==> src/rtl/pin_probe_pkg.sv <==
// pin_probe shared types: output pattern mode enum
// and default prescaler / synchroniser constants.
package pin_probe_pkg;

  typedef enum logic {
    PAT_TOGGLE = 1'b0,
    PAT_WALK   = 1'b1
  } pat_e;

  localparam int TICK_LOG2_DEF   = 22;
  localparam int SYNC_STAGES_DEF = 2;

endpackage

==> src/rtl/pin_probe_sync_edge.sv <==
// One monitored pin: SYNC_STAGES-deep synchroniser, prev flop, armed edge.
// Ports: clk25, rst_, pin (async), armed, pulse (edge, gated by armed).
module pin_probe_sync_edge
  import pin_probe_pkg::*;
#(
  parameter int SYNC_STAGES = SYNC_STAGES_DEF
) (
  input  logic clk25,
  input  logic rst_,
  input  logic pin,
  input  logic armed,
  output logic pulse
);

  logic [SYNC_STAGES-1:0] sync_q;
  logic                   prev_q;

  always_ff @(posedge clk25 or negedge rst_) begin
    if (!rst_) begin
      sync_q <= '0;
      prev_q <= 1'b0;
    end else begin
      sync_q <= {sync_q[SYNC_STAGES-2:0], pin};
      prev_q <= sync_q[SYNC_STAGES-1];
    end
  end

  assign pulse = armed & (sync_q[SYNC_STAGES-1] ^ prev_q);

endmodule

==> src/rtl/pin_probe.sv <==
// pin_probe: pin continuity probe - sticky per-pin activity flags scanned
// onto leds[3], heartbeat on leds[2:0], stimulus pattern on pins_out.
// Ports: clk25, rst_ (async low), pins_in, mode, clr_sticky,
//        leds, pins_out, sel_idx, seen_cnt, activity.
// Build option PIN_PROBE_WALK_EN enables the walking-one pattern (mode=1).
module pin_probe
  import pin_probe_pkg::*;
#(
  parameter int N_IN        = 64,
  parameter int N_OUT       = 163,
  parameter int SYNC_STAGES = SYNC_STAGES_DEF,
  parameter int TICK_LOG2   = TICK_LOG2_DEF,
  localparam int SEL_W = (N_IN > 1) ? $clog2(N_IN) : 1,
  localparam int CNT_W = $clog2(N_IN + 1)
) (
  input  logic             clk25,
  input  logic             rst_,
  input  logic [N_IN-1:0]  pins_in,
  input  logic             mode,
  input  logic             clr_sticky,
  output logic [3:0]       leds,
  output logic [N_OUT-1:0] pins_out,
  output logic [SEL_W-1:0] sel_idx,
  output logic [CNT_W-1:0] seen_cnt,
  output logic             activity
);

  localparam int CW = TICK_LOG2 + 3;

  logic [CW-1:0]   cntr;
  logic            tick;
  logic [2:0]      arm_cnt;
  logic            armed;
  logic [N_IN-1:0] edges;
  logic [N_IN-1:0] seen_q;
  logic [CNT_W-1:0] cnt_d;
  logic            scan_led;

  assign tick  = &cntr[TICK_LOG2-1:0];
  assign armed = (arm_cnt == 3'(SYNC_STAGES + 1));
  assign leds  = {scan_led, cntr[CW-1 -: 3]};

  // Arming counter holds off edges until the synchroniser
  // and prev flops have filled with real pin levels.
  always_ff @(posedge clk25 or negedge rst_) begin
    if (!rst_) begin
      cntr    <= '0;
      arm_cnt <= '0;
    end else begin
      cntr <= cntr + 1'b1;
      if (!armed)
        arm_cnt <= arm_cnt + 1'b1;
    end
  end

  for (genvar g = 0; g < N_IN; g++) begin : g_pin
    pin_probe_sync_edge #(
      .SYNC_STAGES(SYNC_STAGES)
    ) u_sync (
      .clk25(clk25),
      .rst_ (rst_),
      .pin  (pins_in[g]),
      .armed(armed),
      .pulse(edges[g])
    );
  end

  always_comb begin
    cnt_d = '0;
    for (int i = 0; i < N_IN; i++)
      cnt_d = cnt_d + CNT_W'(seen_q[i]);
  end

  // Edge wins over clear in the same cycle.
  always_ff @(posedge clk25 or negedge rst_) begin
    if (!rst_) begin
      seen_q   <= '0;
      seen_cnt <= '0;
      activity <= 1'b0;
      scan_led <= 1'b0;
      sel_idx  <= '0;
    end else begin
      seen_q   <= (seen_q & ~{N_IN{clr_sticky}}) | edges;
      seen_cnt <= cnt_d;
      activity <= |seen_q;
      scan_led <= seen_q[sel_idx];
      if (tick) begin
        if (sel_idx == SEL_W'(N_IN - 1))
          sel_idx <= '0;
        else
          sel_idx <= sel_idx + 1'b1;
      end
    end
  end

  logic             tog_q;
  logic             tog_d;
  logic [N_OUT-1:0] out_d;

`ifdef PIN_PROBE_WALK_EN
  localparam int WALK_W = (N_OUT > 1) ? $clog2(N_OUT) : 1;

  pat_e              mode_q;
  pat_e              mode_d;
  logic [WALK_W-1:0] walk_q;
  logic [WALK_W-1:0] walk_d;

  always_comb begin
    tog_d  = tog_q;
    mode_d = mode_q;
    walk_d = walk_q;
    out_d  = pins_out;
    if (tick) begin
      tog_d  = ~tog_q;
      mode_d = pat_e'(mode);
      unique case (mode_d)
        PAT_WALK: begin
          // Entering walk mode restarts at bit 0.
          if (mode_q == PAT_TOGGLE)
            walk_d = '0;
          else if (walk_q == WALK_W'(N_OUT - 1))
            walk_d = '0;
          else
            walk_d = walk_q + 1'b1;
          out_d = '0;
          out_d[walk_d] = 1'b1;
        end
        PAT_TOGGLE: out_d = {N_OUT{tog_d}};
        default:    out_d = {N_OUT{tog_d}};
      endcase
    end
  end

  always_ff @(posedge clk25 or negedge rst_) begin
    if (!rst_) begin
      tog_q    <= 1'b0;
      mode_q   <= PAT_TOGGLE;
      walk_q   <= '0;
      pins_out <= '0;
    end else begin
      tog_q    <= tog_d;
      mode_q   <= mode_d;
      walk_q   <= walk_d;
      pins_out <= out_d;
    end
  end
`else
  logic unused_mode;
  assign unused_mode = mode;

  always_comb begin
    tog_d = tog_q;
    out_d = pins_out;
    if (tick) begin
      tog_d = ~tog_q;
      out_d = {N_OUT{tog_d}};
    end
  end

  always_ff @(posedge clk25 or negedge rst_) begin
    if (!rst_) begin
      tog_q    <= 1'b0;
      pins_out <= '0;
    end else begin
      tog_q    <= tog_d;
      pins_out <= out_d;
    end
  end
`endif

endmodule

==> config.mk <==
export PLATFORM = sky130hd
export DESIGN_NAME = pin_probe
export DESIGN_NICKNAME = d
export VERILOG_FILES = /design/src/rtl/pin_probe_pkg.sv /design/src/rtl/pin_probe_sync_edge.sv /design/src/rtl/pin_probe.sv
export SDC_FILE = /design/constraint.sdc
export NUM_CORES = 1
export LEC_CHECK = 0
export ABC_AREA = 1
export ABC_CLOCK_PERIOD_IN_PS = 16100
export CAP_MARGIN = 15
export CORE_UTILIZATION = 40
export DETAILED_ROUTE_END_ITERATION = 10
export MAX_ROUTING_LAYER = met4
export PLACE_DENSITY = 0.63
export SYNTH_ARGS = -nofsm -noshare
export SYNTH_HDL_FRONTEND = slang
export SYNTH_SLANG_ARGS = --single-unit
==> constraint.sdc <==
create_clock -name clk25 -period 16.1 [get_ports clk25]
set_input_delay 4.83 -clock clk25 [delete_from_list [all_inputs] [get_ports clk25]]
set_output_delay 4.83 -clock clk25 [all_outputs]
set_load 0.05 [all_outputs]
==> results of run 1 <==
[how the worst max path moves through the flow]
stage / slack [ps] / to / startpoint / cells after the start
2_1_floorplan: 7980 / pins_out[0] / pins_out[0] / 1
4_1_cts: 8280 / pins_out[46] / pins_out[0] / 2
5_1_grt: 8610 / pins_out[29] / pins_out[0] / 3
3_5_place_dp: 8870 / pins_out[46] / pins_out[0] / 2
6_report: 8740 / pins_out[30] / pins_out[0] / 3
3_3_place_gp: 9010 / pins_out[139] / pins_out[0] / 2
[state kept, by name, summed over array words and instances, names as in the netlist]
name	count
pins_out	1
activity	1
arm_cnt	3
sel_idx	6
scan_led	1
seen_cnt	7
seen_q	64
g_pin.u_sync.sync_q	128
g_pin.u_sync.prev_q	64
cntr	25
[layer usage]
layer,part of all wire (%),vias to the layer above,wire (um)
li1,-,3928,-
met1,45,3923,12300
met2,46,288,12500
met3,6.2,44,1690
met4,2.4,0,637
met5,0,-,0
[per-stage QoR]
stage | power (mW) | worst slack (ps) | hold slack, ps
2_1_floorplan | 2.29 | 7980 | 331
3_3_place_gp | 2.95 | 9010 | 332
3_5_place_dp | 3.01 | 8870 | 335
4_1_cts | 3.81 | 8280 | 349
5_1_grt | 4.06 | 8610 | 349
6_report | 3.75 | 8740 | 347
[synthesized netlist by cell type (9+ instances only)]
cell	number
a21oi_1	10
nand2_1	233
ha_1	20
buf_2	9
inv_1	136
nor4_1	13
xor2_1	20
nor2_1	85
fa_1	54
clkbuf_1	12
buf_4	170
o22ai_1	64
dfrtp_1	300
xnor2_1	11
nand3_1	51
[logic make-up after synthesis]
logic type | share of synthesized area [%]
simple gates | 13.0
flops | 56.3
compound gates | 4.35
buf+inv | 14.3
xor+xnor | 2.04
mux | 0.0845
fa+ha+maj | 9.99
[power groups by stage]
stage	registers, mW	logic, mW	clock network (mW)
detailed placement	0.894	2.12	0
finish	0.879	2.08	0.791
CTS	0.880	2.12	0.810
floorplan	0.913	1.38	0
global placement	0.892	2.05	0
global route	0.884	2.33	0.848
[cell usage in the layout, fill, tap and decap left out, drive strengths merged, types with 4 or more instances in the layout]
cell	instances
clkinvlp	4
xor2	20
nand2	234
nand4	8
ha	20
o22ai	64
bufinv	8
a21oi	10
fa	54
nor3	10
nor4	13
dfrtp	300
o21ai	7
clkdlybuf4s50	245
nand3	54
clkinv	5
xnor2	11
buf	10
inv	140
nor2	89
o211ai	8
clkbuf	38
[cell type report]
type / instances / area share, %
Clock buffer: 38 / 5.19
Multi-Input combinational cell: 607 / 24.2
Inverter: 139 / 3.25
Sequential cell: 300 / 46.3
Timing Repair Buffer: 255 / 15.7
Tap cell: 442 / 3.41
Clock inverter: 18 / 1.92
==> results list, run 1 <==
* Count of boundary I/O pins: 249
- The slowest stage of the critical path is the clkdlybuf4s50_1 cell.
- Peak supply drop: 532 uV
* Area used by multi-input combinational logic: 0.00393 mm2
- Sw Ratio: 42.7%
* Total internal power: 2.15 mW
- Net count after synthesis: 1381
* Insertion delay of the later-clocked pin in the worst-skew pair: 550 ps
* Min-delay worst type: reg2reg
- The synthesized design contains 300 register bits.
* Maximum clock skew at final layout: 14.4 ps
- Via count of the first global-routing pass: 7915
- Met3 GRT Util: 2.11%
- Critical R2R Capture: seen_cnt[6]
- In this run the vertical extent of the chip is 185 um.
- By area the synthesized netlist is led by dfrtp_1, buf_4, fa_1.
- Family with the most delay on the worst path: buffers and inverters
- Hold repair after CTS inserted 0 buffers.
* Post-CTS Setup Inserts: 0
* Synthesized cell area: 0.0133 mm2
* Setup-violating endpoint count in the final report: 0
* Port Buffers: 247
- Initial core utilization: 40.8%
- NetSw: 1.60 mW
- Total clock buffers created by CTS: 30
- Count of cells resized by post-cts repair: 0
- The average instance in the mapped netlist occupies 10.8 um2.
- The number of cells on the worst reg-to-reg path is 20.
* Number of buffers and inverters on the critical path: 3
- Global placer's final weighted congestion: 0.919
- Maximum buffer depth of the clock tree: 3
- Non-Filler Instances: 1799
- Filler Cells Inserted: 2950
- Clock-pin slew on the worst setup and hold paths: 60 ps
- Sequential area share after synthesis: 56.3%
- For met1 alone, demand over resource in global routing was 23.3%.
- Sequential cells account for 23.5% of the total power.
- Leading area contributor after synthesis: dfrtp_1
* Leak: 7.50 nW
* Most common flop cell mapped by yosys: dfrtp_1
* Hold worst-path end: g_pin[19].u_sync.sync_q[1]
* Cells on Worst Hold Path: 0
* Kind of start point of the critical path: flop
* Core outline area: 0.0327 mm2
- Hold violation total from the final report: 0
- Area fraction of the dominant cell type after synthesis: 56.3%
- Counting distinct cell types in the post-synthesis netlist gives 34.
- Total Die Area: 0.0341 mm2
* Startpoint of the worst-slack reg-to-reg timing path: seen_q[35]
- Standard-cell rows: 66
- Final critical-path required period: 7360 ps
* Die outline width: 185 um
* Maximum level of the CTS H-tree: 1
- By startpoint and endpoint, the worst setup path is classified as reg2out.
- Iter 0 DRT Violations: 555
* Total via count after detailed routing: 8183
- The signal on the critical path passes through buf_4, buf_16, clkdlybuf4s50_1.
- In the synthesized netlist, the number of instances is 1239.
- The placed instances occupy a cell area of 0.0150 mm2.
- Final instance area: 0.0162 mm2
- For this run, the number of Yosys warnings is 0.
- The final layout contains routed wiring with a total length of 27.1 mm.
* Transition at the pin with the smallest max-transition slack: 886 ps
- The first TritonRoute pass finished after 5 iterations.
* Part of the total power dissipated in the clock network: 21.1%
- Required arrival time at the worst endpoint: 11270 ps
- Summing all flip-flop and latch instances after layout gives 0.00751 mm2.
* Maximum operating frequency: 136 MHz
- In the finished design, the share of the clock period the worst path needs comes to 45.7%.
- After the last flow step, the layout net total stands at 1475.
* Avg WL per Cell: 15.1 um
- TritonCTS clock tree: yes
* Max Cap Violations: 0
- Worst endpoint data arrival time: 2530 ps
- Unrepaired setup endpoints after global routing: false
- For this run, the share of the core covered by cells in the final layout is 49.6%.
- Cell Count Post-Placement: 1742
- Wire length of the first global-routing pass: 43.2 mm
* GR Overflow Total: 0
- Initial antenna violation count: 0
- Longest individual stage delay on the worst path: 890 ps
- Gr busiest metal: met2
- Along the worst path, the maximum fanout reaches 139.
* Clock sink total: 300
* Pwr dens: 231 mW/mm2
* Root buffer cell: clkbuf_16
- Number of pins exceeding their max-slew limit in the final report: 0
- Maximum number of pins on one net before global-route repair: 164
* Final TNS setup: 0 ps
* Post-synth EDFFs: 0
- The detail route stage leaves a number of antenna-violating nets equal to 0.
- After detailed routing, the number of vias per cell comes to 4.55.
- Antenna diodes: 0
- Combinational logic is responsible for 55.4% of the overall power.
* Share of cells above drive strength 1: 6.19%
* Source of the worst hold timing path: g_pin[19].u_sync.sync_q[0]
- Remaining DRCs: 0
- Rel. slew slack: 40.9%
- Setup slack on the worst reg-to-reg path comes out at 10050 ps.
* Type of element capturing the critical path: primary output
- Met2 Track Usage GR: 26.6%
* Gr usage total: 17.0%
- DP HPWL: 19.6 mm
* Result of the run: finished, final reports clean
- Fraction of registers with async set/reset: 100%
- Area delta synth->final: 21.7%
Note: power is estimated with default switching activity, not from simulation.
==> run 2, diff against run 1 <==
Settings changed: ABC_CLOCK_PERIOD_IN_PS 16100 to 6800.
Clock period 16.1 ns to 6.8 ns, I/O delays scaled along.
==> results list, run 2 (synthesis gave the netlist of run 1 again) <==
- The final clock skew is 25.5 ps (was 14.4 ps).
- The clock latency at the later pin of the worst-skew pair is 570 ps (was 550 ps).
* Post-detailed-route count of antenna-violating nets: 0 (unchanged)
- Gr usage total: 16.9% (was 17.0%)
* Count of cells resized by post-cts repair: 0 (unchanged)
- Post-layout nets: 1474 (was 1475)
* Worst endpoint data arrival time: 6400 ps (was 2530 ps)
- The number of H-tree branching levels is 1 (unchanged).
* Cells on Worst Hold Path: 0 (unchanged)
* Required arrival time at the worst endpoint: 7250 ps (was 11270 ps)
* Flop2flop setup slack: 850 ps (was 10050 ps)
* Rel. slew slack: 41.5% (was 40.9%)
- The flip-flop count of the largest register, all copies and words added is 128 (unchanged).
- Type of element capturing the critical path: flop (was primary output)
- The top-level port count came to 249 (unchanged).
- The power per cell area came to 505 mW/mm2 (was 231 mW/mm2).
* R2r worst-path depth: 20 (unchanged)
- The largest fanout on the critical path came to 3 (was 139).
- The final weighted congestion in routability-driven placement came to 0.906 (was 0.919).
- The total number of placement rows was 66 (unchanged).
- The largest net degree at the start of global routing came to 165 (was 164).
* Total power consumption of the routed design: 8.18 mW (was 3.75 mW)
* Clock sink total: 300 (unchanged)
- Total via count after detailed routing: 8153 (was 8183)
* Result of the run: finished, final reports clean (unchanged)
* Transition at the pin with the smallest max-transition slack: 877 ps (was 886 ps)
- The area of the multi-input gates was 0.00393 mm2 (unchanged).
- The proportion of layout cells with a drive suffix above 1 was 6.05% (was 6.19%).
- The total count of max-transition violations in the final report is 0 (unchanged).
- The number of maximum-capacitance constraint violations is 0 (unchanged).
- The total congestion overflow after global routing came to 0 (unchanged).
- The number of inserted diodes is 0 (unchanged).
* First-pass iteration count of the detailed router: 5 (unchanged)
- Initial core utilization: 40.8% (unchanged)
* Largest reg by FF count: g_pin.u_sync.sync_q (unchanged)
* Final critical-path required period: 5950 ps
- Via count of the first global-routing pass: 7890 (was 7915)
- Peak supply drop: 986 uV (was 532 uV)
- Final core area utilization: 49.5% (was 49.6%)
- Startpoint of the worst-slack reg-to-reg timing path: seen_q[35] (unchanged)
* Total detailed-routing wirelength: 27.2 mm (was 27.1 mm)
* Worst hold margin: 346 ps (was 347 ps)
- The hold buffer count at CTS was 0 (unchanged).
* Hold worst-path end: g_pin[47].u_sync.sync_q[1] (was g_pin[19].u_sync.sync_q[1])
- The routed length per placed instance came to 15.1 um (about the same).
* Die height: 185 um (unchanged)
- The clock edge transition at the registers on the reported setup and hold paths came to 60 ps (about the same).
- The number of filler instances in the final layout is 2976 (was 2950).
- The final non-filler cell total was 1798 (was 1799).
* Total Die Area: 0.0341 mm2 (unchanged)
- The placed cell count was 1740 (was 1742).
* Area delta synth->final: 21.5% (was 21.7%)
- The final routed DRC violation total was 0 (unchanged).
* Die outline width: 185 um (unchanged)
- Setup-violating endpoint count in the final report: 0 (unchanged)
- Sequential cell area: 0.00751 mm2 (unchanged)
- The number of failing hold endpoints at the final stage is 0 (unchanged).
- Post-route fraction of the period consumed by the critical path: 87.5%
- Unrepaired setup endpoints after global routing: false (unchanged).
- Kind of start point of the critical path: flop (unchanged)
- Source of the worst hold timing path: g_pin[47].u_sync.sync_q[0] (was g_pin[19].u_sync.sync_q[0])
- The CTS tree is yes (unchanged).
* Min-delay worst type: reg2reg (unchanged)
- Critical path type: reg2reg (was reg2out)
* Critical R2R Capture: seen_cnt[6] (unchanged)
- Most used cells in the layout excluding fill and tap cells: dfrtp_1, clkdlybuf4s50_1, nand2_1, inv_1, nor2_1 (unchanged)
- The count of buffers inserted at the top-level ports is 247 (unchanged).
- The wire length of the first global-routing pass came to 43.0 mm (was 43.2 mm).
* Maximum buffer depth of the clock tree: 3 (unchanged)
- The average vias per placed instance is 4.53 (was 4.55).
- The number of post-CTS setup repair buffers is 0 (unchanged).
- The root buffer cell is clkbuf_16 (unchanged).
- Derived from the worst setup path, the maximum achievable clock frequency is 168 MHz.
* Final TNS setup: 0 ps (unchanged)
- The leading cell type in the layout, fill and taps excluded was dfrtp_1 (unchanged).
- The standard cell core area is 0.0327 mm2 (unchanged).
* Leak: 7.47 nW (was 7.50 nW)
* DP HPWL: 19.5 mm (was 19.6 mm)
- Initial antenna violation count: 0 (unchanged)
- Largest regs: g_pin.u_sync.sync_q x128, g_pin.u_sync.prev_q x64, seen_q x64 (unchanged).
- Iter 0 DRT Violations: 440 (was 555)
- The number of buffers created by CTS is 31 (was 30).
==> run 2: worst max-delay path by stage <==
stage	from	endpoint	slack, ps
after floorplan	seen_q[35]	seen_cnt[6]	1170
after global routing	seen_q[35]	seen_cnt[6]	580
after CTS	seen_q[35]	seen_cnt[6]	840
after global placement	seen_q[35]	seen_cnt[6]	890
final	seen_q[35]	seen_cnt[6]	850
after detailed placement	seen_q[35]	seen_cnt[6]	830
==> run 2: critical path: stages (launching register included) <==
cell and delay (ps):
dfrtp_1 340, inv_1 100, fa_1 590, inv_1 70, fa_1 420, fa_1 550, inv_1 60, fa_1 530
inv_1 60, fa_1 520, fa_1 440, fa_1 540, inv_1 60, fa_1 540, inv_1 70, fa_1 450
nand3_1 90, and2_1 170, inv_1 50, a21oi_1 110, o21bai_1 70
==> run 2: final cells by class <==
class | instances | share of cell area (%)
clock inverter | 21 | 2.05
clock buffer | 36 | 4.97
sequential | 300 | 46.4
tap | 442 | 3.41
inverter | 139 | 3.25
timing repair buffer | 253 | 15.7
multi-input combinational | 607 | 24.2
==> run 2: power breakdown <==
group / switching, mW / total [mW] / leakage, nW / internal, mW
sequential: 0.0720 / 2.06 / 3.47 / 1.99
clock: 0.707 / 1.86 / 0.537 / 1.15
combinational: 2.47 / 4.26 / 3.46 / 1.78
==> run 2: metrics by stage <==
step / worst slack [ps] / area [um2]
floorplan: 1170 / 13300
global placement: 891 / 15000
detailed placement: 832 / 15000
CTS: 836 / 16200
global route: 582 / 16200
finish: 852 / 16200
==> run 2: per-layer routing <==
layer	routed length, um	vias up	part of all wire [%]	track usage, %
met5	0	-	0	-
met4	467	0	1.7	4.00
met3	1630	36	6.0	2.25
met2	12700	264	47	26.9
met1	12500	3941	46	22.9
li1	-	3912	-	-
